**config.mk**
```make
export PLATFORM = sky130hd
export DESIGN_NAME = matrix_mult_param
export DESIGN_NICKNAME = d
export VERILOG_FILES = /design/src/rtl/matmul_pkg.sv /design/src/rtl/matmul_mac_lane.sv /design/src/rtl/matrix_mult_param.sv
export SDC_FILE = /design/constraint.sdc
export NUM_CORES = 2
export LEC_CHECK = 0
export ABC_AREA = 1
export CAP_MARGIN = 20
export CELL_PAD_IN_SITES_DETAIL_PLACEMENT = 1
export CELL_PAD_IN_SITES_GLOBAL_PLACEMENT = 2
export CORE_AREA = 2 2 600 602
export CTS_CLUSTER_DIAMETER = 80
export DETAILED_ROUTE_END_ITERATION = 16
export DIE_AREA = 0 0 602 604
export PLACE_DENSITY = 0.62
export RECOVER_POWER = 50
export SETUP_SLACK_MARGIN = 0.02
export SLEW_MARGIN = 20
export SYNTH_ARGS = -nofsm -noshare
export SYNTH_HDL_FRONTEND = slang
export SYNTH_SLANG_ARGS = --single-unit
```
**constraint.sdc**
```tcl
create_clock -name Clock -period 148.6 [get_ports Clock]
set_input_delay 37.15 -clock Clock [delete_from_list [all_inputs] [get_ports Clock]]
set_output_delay 37.15 -clock Clock [all_outputs]
set_load 0.1 [all_outputs]
```
**src/rtl/matmul_pkg.sv**
```systemverilog
// matmul_pkg: shared state encoding, accumulator sizing and output conversion for matrix_mult_param.
// MATMUL_SAT_EN selects unsigned saturation instead of truncation on the row-write path.
package matmul_pkg;
    typedef enum logic [1:0] {
        IDLE    = 2'd0,
        COMPUTE = 2'd1,
        DONE    = 2'd2
    } state_t;

    function automatic int acc_width(input int n, input int dw);
        return 2 * dw + $clog2(n);
    endfunction

    // Works on a 64-bit carrier so one function serves every OW/ACC_W pairing.
    function automatic logic [63:0] out_conv(input logic [63:0] v, input int ow);
        logic [63:0] m;
        m = (64'd1 << ow) - 64'd1;
`ifdef MATMUL_SAT_EN
        return v > m ? m : v;
`else
        return v & m;
`endif
    endfunction
endpackage

```
**src/rtl/matmul_mac_lane.sv**
```systemverilog
// matmul_mac_lane: one column multiply-accumulate lane; clr wins over en.
module matmul_mac_lane #(
    parameter int DW    = 8,
    parameter int ACC_W = 19
) (
    input  logic             clk,
    input  logic [DW-1:0]    a,
    input  logic [DW-1:0]    b,
    input  logic             clr,
    input  logic             en,
    output logic [ACC_W-1:0] acc
);
    always_ff @(posedge clk)
        acc <= clr ? '0 : en ? acc + ACC_W'(a) * ACC_W'(b) : acc;
endmodule

```
**src/rtl/matrix_mult_param.sv**
```systemverilog
// matrix_mult_param: N x N unsigned matrix multiply, one output row per N cycles over N MAC lanes.
// Output conversion is truncation by default, unsigned saturation with MATMUL_SAT_EN.
module matrix_mult_param
    import matmul_pkg::*;
#(
    parameter int N  = 8,
    parameter int DW = 8,
    parameter int OW = 8
) (
    input  logic              Clock,
    input  logic              reset,
    input  logic              Enable,
    input  logic [N*N*DW-1:0] A,
    input  logic [N*N*DW-1:0] B,
    output logic [N*N*OW-1:0] C,
    output logic              busy,
    output logic              done
);
    localparam int ACC_W = acc_width(N, DW);
    localparam int IW    = $clog2(N);

    state_t              state;
    logic [IW-1:0]       i, k;
    logic [N*N*DW-1:0]   a_reg, b_reg;
    logic [DW-1:0]       a_ik;
    logic [ACC_W-1:0]    acc [N];
    logic [N*OW-1:0]     row_val;
    logic                start, run, last_k, last_i, clr;

    assign start  = state == IDLE && Enable;
    assign run    = state == COMPUTE;
    assign last_k = k == IW'(N - 1);
    assign last_i = i == IW'(N - 1);
    assign clr    = !reset || start || (run && last_k);
    assign a_ik   = a_reg[(i * N + k) * DW +: DW];

    // The row value folds in the final product directly, so lanes can clear on the same edge.
    for (genvar j = 0; j < N; j++) begin : g_lane
        logic [DW-1:0]    b_kj;
        logic [ACC_W-1:0] sum;
        logic [63:0]      cv;
        assign b_kj = b_reg[(k * N + j) * DW +: DW];
        assign sum  = acc[j] + ACC_W'(a_ik) * ACC_W'(b_kj);
        assign cv   = out_conv(64'(sum), OW);
        assign row_val[j * OW +: OW] = cv[OW-1:0];
        matmul_mac_lane #(.DW(DW), .ACC_W(ACC_W)) u_lane (
            .clk(Clock),
            .a  (a_ik),
            .b  (b_kj),
            .clr(clr),
            .en (run),
            .acc(acc[j])
        );
    end

    always_ff @(posedge Clock) begin
        if (!reset) begin
            state <= IDLE;
            i     <= '0;
            k     <= '0;
            busy  <= 1'b0;
            done  <= 1'b0;
            C     <= '0;
        end else begin
            case (state)
                IDLE: if (Enable) begin
                    a_reg <= A;
                    b_reg <= B;
                    i     <= '0;
                    k     <= '0;
                    busy  <= 1'b1;
                    state <= COMPUTE;
                end
                COMPUTE: begin
                    k <= last_k ? '0 : k + 1'b1;
                    if (last_k) begin
                        C[i * N * OW +: N * OW] <= row_val;
                        i <= i + 1'b1;
                        if (last_i) begin
                            busy  <= 1'b0;
                            done  <= 1'b1;
                            state <= DONE;
                        end
                    end
                end
                DONE: if (!Enable) begin
                    done  <= 1'b0;
                    state <= IDLE;
                end
                default: state <= IDLE;
            endcase
        end
    end
endmodule

```
# --- Word level (Yosys, flattened, before mapping) ---
# Cells that the tools add are included.
# Widths: inputs -> output; s select.
word_totals:
  out_inout_bits: 514
  wordCells: 96
  latch_bits: 0
  mem_bits_rw: 0
  mem_count: 0
  in_bits: 1027
  rom_bits: 0
  regBits: 1698
op_classes:
  shifts: 11
  div_mod_pow: 0
  muxes: 19
  bitwise_logic: 0
  addsub: 19
  eq_ne: 8
  magnitude_cmp: 0
  reduce_logical: 15
  mul: 8
op_table:
  columns: ["cell", "count"]
  rows:
  - ["$shiftx 512x11->8", 8]
  - ["$bwmux 512", 1]
  - ["$shift 64x34->512 const A", 1]
  - ["$shiftx 512x10->8", 1]
  - ["$shiftx 64x34->512", 1]
  - ["$add 19x16->19", 8]
  - ["$mul 8x8->16", 8]
  - ["$neg 9->34", 1]
  - ["$add 6x3->7 const B", 4]
  - ["$add 6x2->7 const B", 2]
  - ["$pmux 3 s2", 2]
  - ["$reduce_and 4->1", 3]
  - ["$mux 3", 3]
  - ["$mux 2", 4]
  - ["$ne 2x2->1 const B", 4]
  - ["$add 6x1->7 const B", 1]
  - ["$add 6x3->7", 1]
  - ["$add 3x1->3 const B", 2]
  - ["$eq 3x3->1 const B", 2]
  - ["$mux 1", 6]
  - ["$pmux 2 s3", 1]
  - ["$reduce_and 3->1", 2]
  - ["$pmux 1 s2", 2]
  - ["$reduce_and 2->1", 2]
  - ["7 further kinds", 10]

# --- Longest topological paths before layout ---
logic_depth:
  ltp_word: 6
  ltp_mapped: 43
  ltp_nobuf: 38

# --- Hierarchy ---
# Synthesis repeated with hierarchy kept, for this count alone.
unflattened:
  hier_cells: 11285
  hier_area_um2: 98679.6
by_module_without_submodules:
  columns: ["module", "n_inst", "area_each_um2", "cells_each", "seq_area_each_um2"]
  rows:
  - ["matrix_mult_param", 1, 69075.0, 6873, 41199.5]
  - ["matmul_mac_lane (g_lane[0].u_lane ...)", 3, 3703.6, 553, 380.4]
  - ["matmul_mac_lane (g_lane[5].u_lane ...)", 2, 3709.8, 550, 380.4]
  - ["matmul_mac_lane (g_lane[1].u_lane ...)", 2, 3698.5, 553, 380.4]
  - ["matmul_mac_lane (g_lane[4].u_lane)", 1, 3677.3, 547, 380.4]

# --- Worst setup path before layout ---
# No wires, ideal clock.
synth_path:
  path_type: "input to register"
  startpoint: "input reset"
  endpoint: "register a_reg[0] (enable)"
  path_buffers: 3
  slack_ps: 65945
  arrival_time_ps: 80211
  setup_ps: 2443
  cell_stages: 5
  required_time_ps: 146157
  path_cell_list: "clkbuf_1 -> inv_2 -> clkbuf_1 -> clkbuf_1 -> nor2_1"
synth_via:
  elab_chain_cells: 1
synth_lines:
  columns: ["element", "line", "source"]
  rows:
  - ["from (decl)", "matrix_mult_param.sv:11", "input logic reset,"]
  - ["$reduce_and 3->1 (no line)", null, null]
  - ["to (signal assigned)", "matrix_mult_param.sv:67", "a_reg <= A;"]
  - ["to (decl)", "matrix_mult_param.sv:24", "logic [N*N*DW-1:0] a_reg, b_reg;"]
# No other way between the ends.
# A chain may end at the register's enable or synchronous reset.

# --- Worst setup path in the final report ---
layout_path:
  startpoint: "input reset"
  endpoint: "register a_reg[193] (enable)"
# Same word-level chain as after synthesis.

==> impl_metrics.yaml <==
route:
  postRouteAntennaNets: 0
  drt_first_pass_iters: 5
  drt_iter0_markers: 4151
  drc: 0
  avgViaCountPerCell: 4.411
  num_vias: 59960
  avgRoutedWirePerCell_um: 27.83
  drt-total-wl_um: 378300
layout:
  nNetsFinal: 9870
  multiInputGateArea_um2: 24370
  final_util_pct: 27.43
  fillers: 40640
  syn2layout_area_growth_pct: 38.01
  seqCellArea_um2: 42500
  drive_above_1_share_pct: 6.433
yosys:
  synth_cell_types: 45
  synth_top_area_cell: "edfxtp_1"
  seq_area_frac_synth_pct: 59.78
  syn_area_per_cell_um2: 9.909
  synth_top_area_share_pct: 43.27
  ys_warn_count: 0
  synth.cell_area_um2: 71070
  synth_most_common_cell: "nand2_1"
  ys_ff_latch: 1610
  synthFlopType: "edfxtp_1"
  synth_top_family_by_area: "simple AND/OR/NAND/NOR gates"
  synth_compound_area_share_pct: 10.01
  synth_mux_area_share_pct: 0
  synth_cells: 7172
  yosys-top-cells-area: "edfxtp_1, dfxtp_1, nand2_1"
  synth-simple-area-share_pct: 16.37
  synth-edff-count: 1024
  ys_async_sr_fraction_pct: 0
  synth_fa_ha_area_share_pct: 6.557
  mappedNetlistNets: 8485
  synthTopCellsByCount: "nand2_1, edfxtp_1, nor2_1, dfxtp_1, a21oi_1"
  synth_xor_area_share_pct: 1.157
cts:
  insertion_delay_ns: 0.93
  cts_tree: "built"
  clockRootBuffer: "clkbuf_16"
  clockBufferDepth: 4
  cts.sinks: 1610
  post_cts_buffers: 0
  hold_buffers: 0
  cts_buffers: 199
  htree_levels: 4
  postCtsResizedCells: 0
  cts.clk_slew.worst_paths_ns: 0.05
timing:
  setup_tns_ns: 0
  grt_setup_unrepaired: "false"
  clock_skew_ns: 0.1274
  setup_violations: 0
  final_hold_viol_count: 0
  slew_headroom_pct: -550.8
  min_period_ns: 49.39
  min_period_over_period_pct: 33.24
  tightest_slew_ns: 9.762
  slew_viol_final: 548
  hold_slack_ns: 0.4653
  max_freq_mhz: 20.25
global_route:
  overflow: 0
  track_usage_pct: 20.14
  grt_pass1_vias: 61250
  grt_start_max_net_pins: 221
  antenna_found_initial: 334
  grt_pass1_wl_um: 511100
setup_path:
  cp.arrival_ns: 49.82
  crit_buf_inv: 6
  crit_fanout: 161
  cp_slowest_stage_delay_ns: 4.65
  critical_path.cell_chain: "clkbuf_1 -> clkinvlp_2 -> nor2_1 -> buf_12 -> buf_4 -> buf_4 -> buf_4"
  crit_path_start_kind: "input pin"
  slowest_stage: "clkinvlp_2"
  path_delay_family: "buffers and inverters"
  worstSetupEndpointType: "flip-flop"
  path_common_cell: "buf_4"
  cp_data_required_time_ns: 149.03
  path_class: "in -> reg"
floorplanning:
  die_area_um2: 363600
  chipWidth_um: 602
  rows: 220
  die_h_um: 604
  core_um2: 357600
  start_util_pct: 19.87
  io_pins: 1541
power_and_ir_drop:
  finalPower_mw: 1.603
  pwr_density_cell_nw_per_um2: 16.35
  peakVddDrop_v: 0.00001665
  p_leak_nw: 37.15
flow_run:
  maxCapViolCount: 6
hold_path:
  worstHoldPathType: "reg -> reg"
placed_design:
  hpwl_um: 286400
  gp_congestion: 0.8577
  port_buffers: 1540
status:
  violations: "max-capacitance violations, max-slew violations"
  outcome: "finished, violations left"
[worst reg2reg max path: cells and delay by family, from the launching register on]
family	cells	cell delay, ns
simple gates	16	2.73
xor+xnor	2	0.42
buf+inv	11	3.32
fa+ha+maj	5	1.96
flops	1	0.68
compound gates	4	0.59
[metrics by stage]
stage	std cells	worst slack (ns)	instance area (um^2)
after global routing	13550	98.24	97980
after floorplan	7172	65.95	71070
after detailed placement	13130	106.54	91150
final	13590	99.21	98080
after CTS	13490	107.46	97850
after global placement	13130	106.70	91110
[final cells by class]
class | count | area share, %
repair buffers | 1652 | 16.46
inverters | 563 | 2.190
clock buffers | 267 | 5.555
diodes | 98 | 0.2500
clock inverters | 98 | 1.276
well taps | 4773 | 6.089
flip-flops and latches | 1610 | 43.33
multi-input cells | 4531 | 24.85
[cells in the final DEF (no fill, tap or decap), types with 140 or more instances in the layout]
cell / Yosys / final
a21oi_1: 559 / 559
dlygate4sd3_1: 0 / 1024
inv_1: 550 / 543
nand3_1: 395 / 395
buf_4: 59 / 166
fa_1: 144 / 144
o21ai_0: 492 / 491
clkdlybuf4s50_1: 0 / 435
dfxtp_1: 586 / 580
edfxtp_1: 1024 / 1024
clkbuf_16: 0 / 201
nor2_1: 739 / 730
nand2_1: 1553 / 1549
ha_1: 142 / 140
[routing by layer]
| metal | wire (um) | vias up | GRT usage, % |
|---|---|---|---|
| li1 | - | 27040 | - |
| met1 | 157100 | 29880 | 24.81 |
| met2 | 188200 | 2158 | 35.48 |
| met3 | 19510 | 813 | 3.637 |
| met4 | 13080 | 68 | 6.155 |
| met5 | 449 | - | 0 |
[power breakdown]
group | total [mW] | internal [mW] | leakage, nW | switching, mW
combinational | 0.596 | 0.167 | 19.7 | 0.429
clock | 0.505 | 0.294 | 3.26 | 0.211
sequential | 0.502 | 0.495 | 14.2 | 0.00742
[logic make-up (layout without fill, tap and decap cells)]
logic type	Yosys count	count (layout)
AO/OA/AOI/OAI	1277	1277
XOR/XNOR	93	93
adder cells (fa/ha/maj)	286	286
buffers and inverters	1031	2580
flip-flops	1610	1610
other	0	98
AND/OR/NAND/NOR	2875	2875
[worst paths after layout]
| kind | end | start | cells after the start | slack (ns) |
|---|---|---|---|---|
| min | g_lane[3].u_lane.acc[1] | g_lane[3].u_lane.acc[1] | 2 | 0.47 |
| max | a_reg[193] | reset | 7 | 99.21 |
| max reg2reg | C[447] | k[0] | 38 | 138.69 |
| min reg2reg | g_lane[3].u_lane.acc[1] | g_lane[3].u_lane.acc[1] | 2 | 0.47 |
Power figures use the tool's default switching activity.
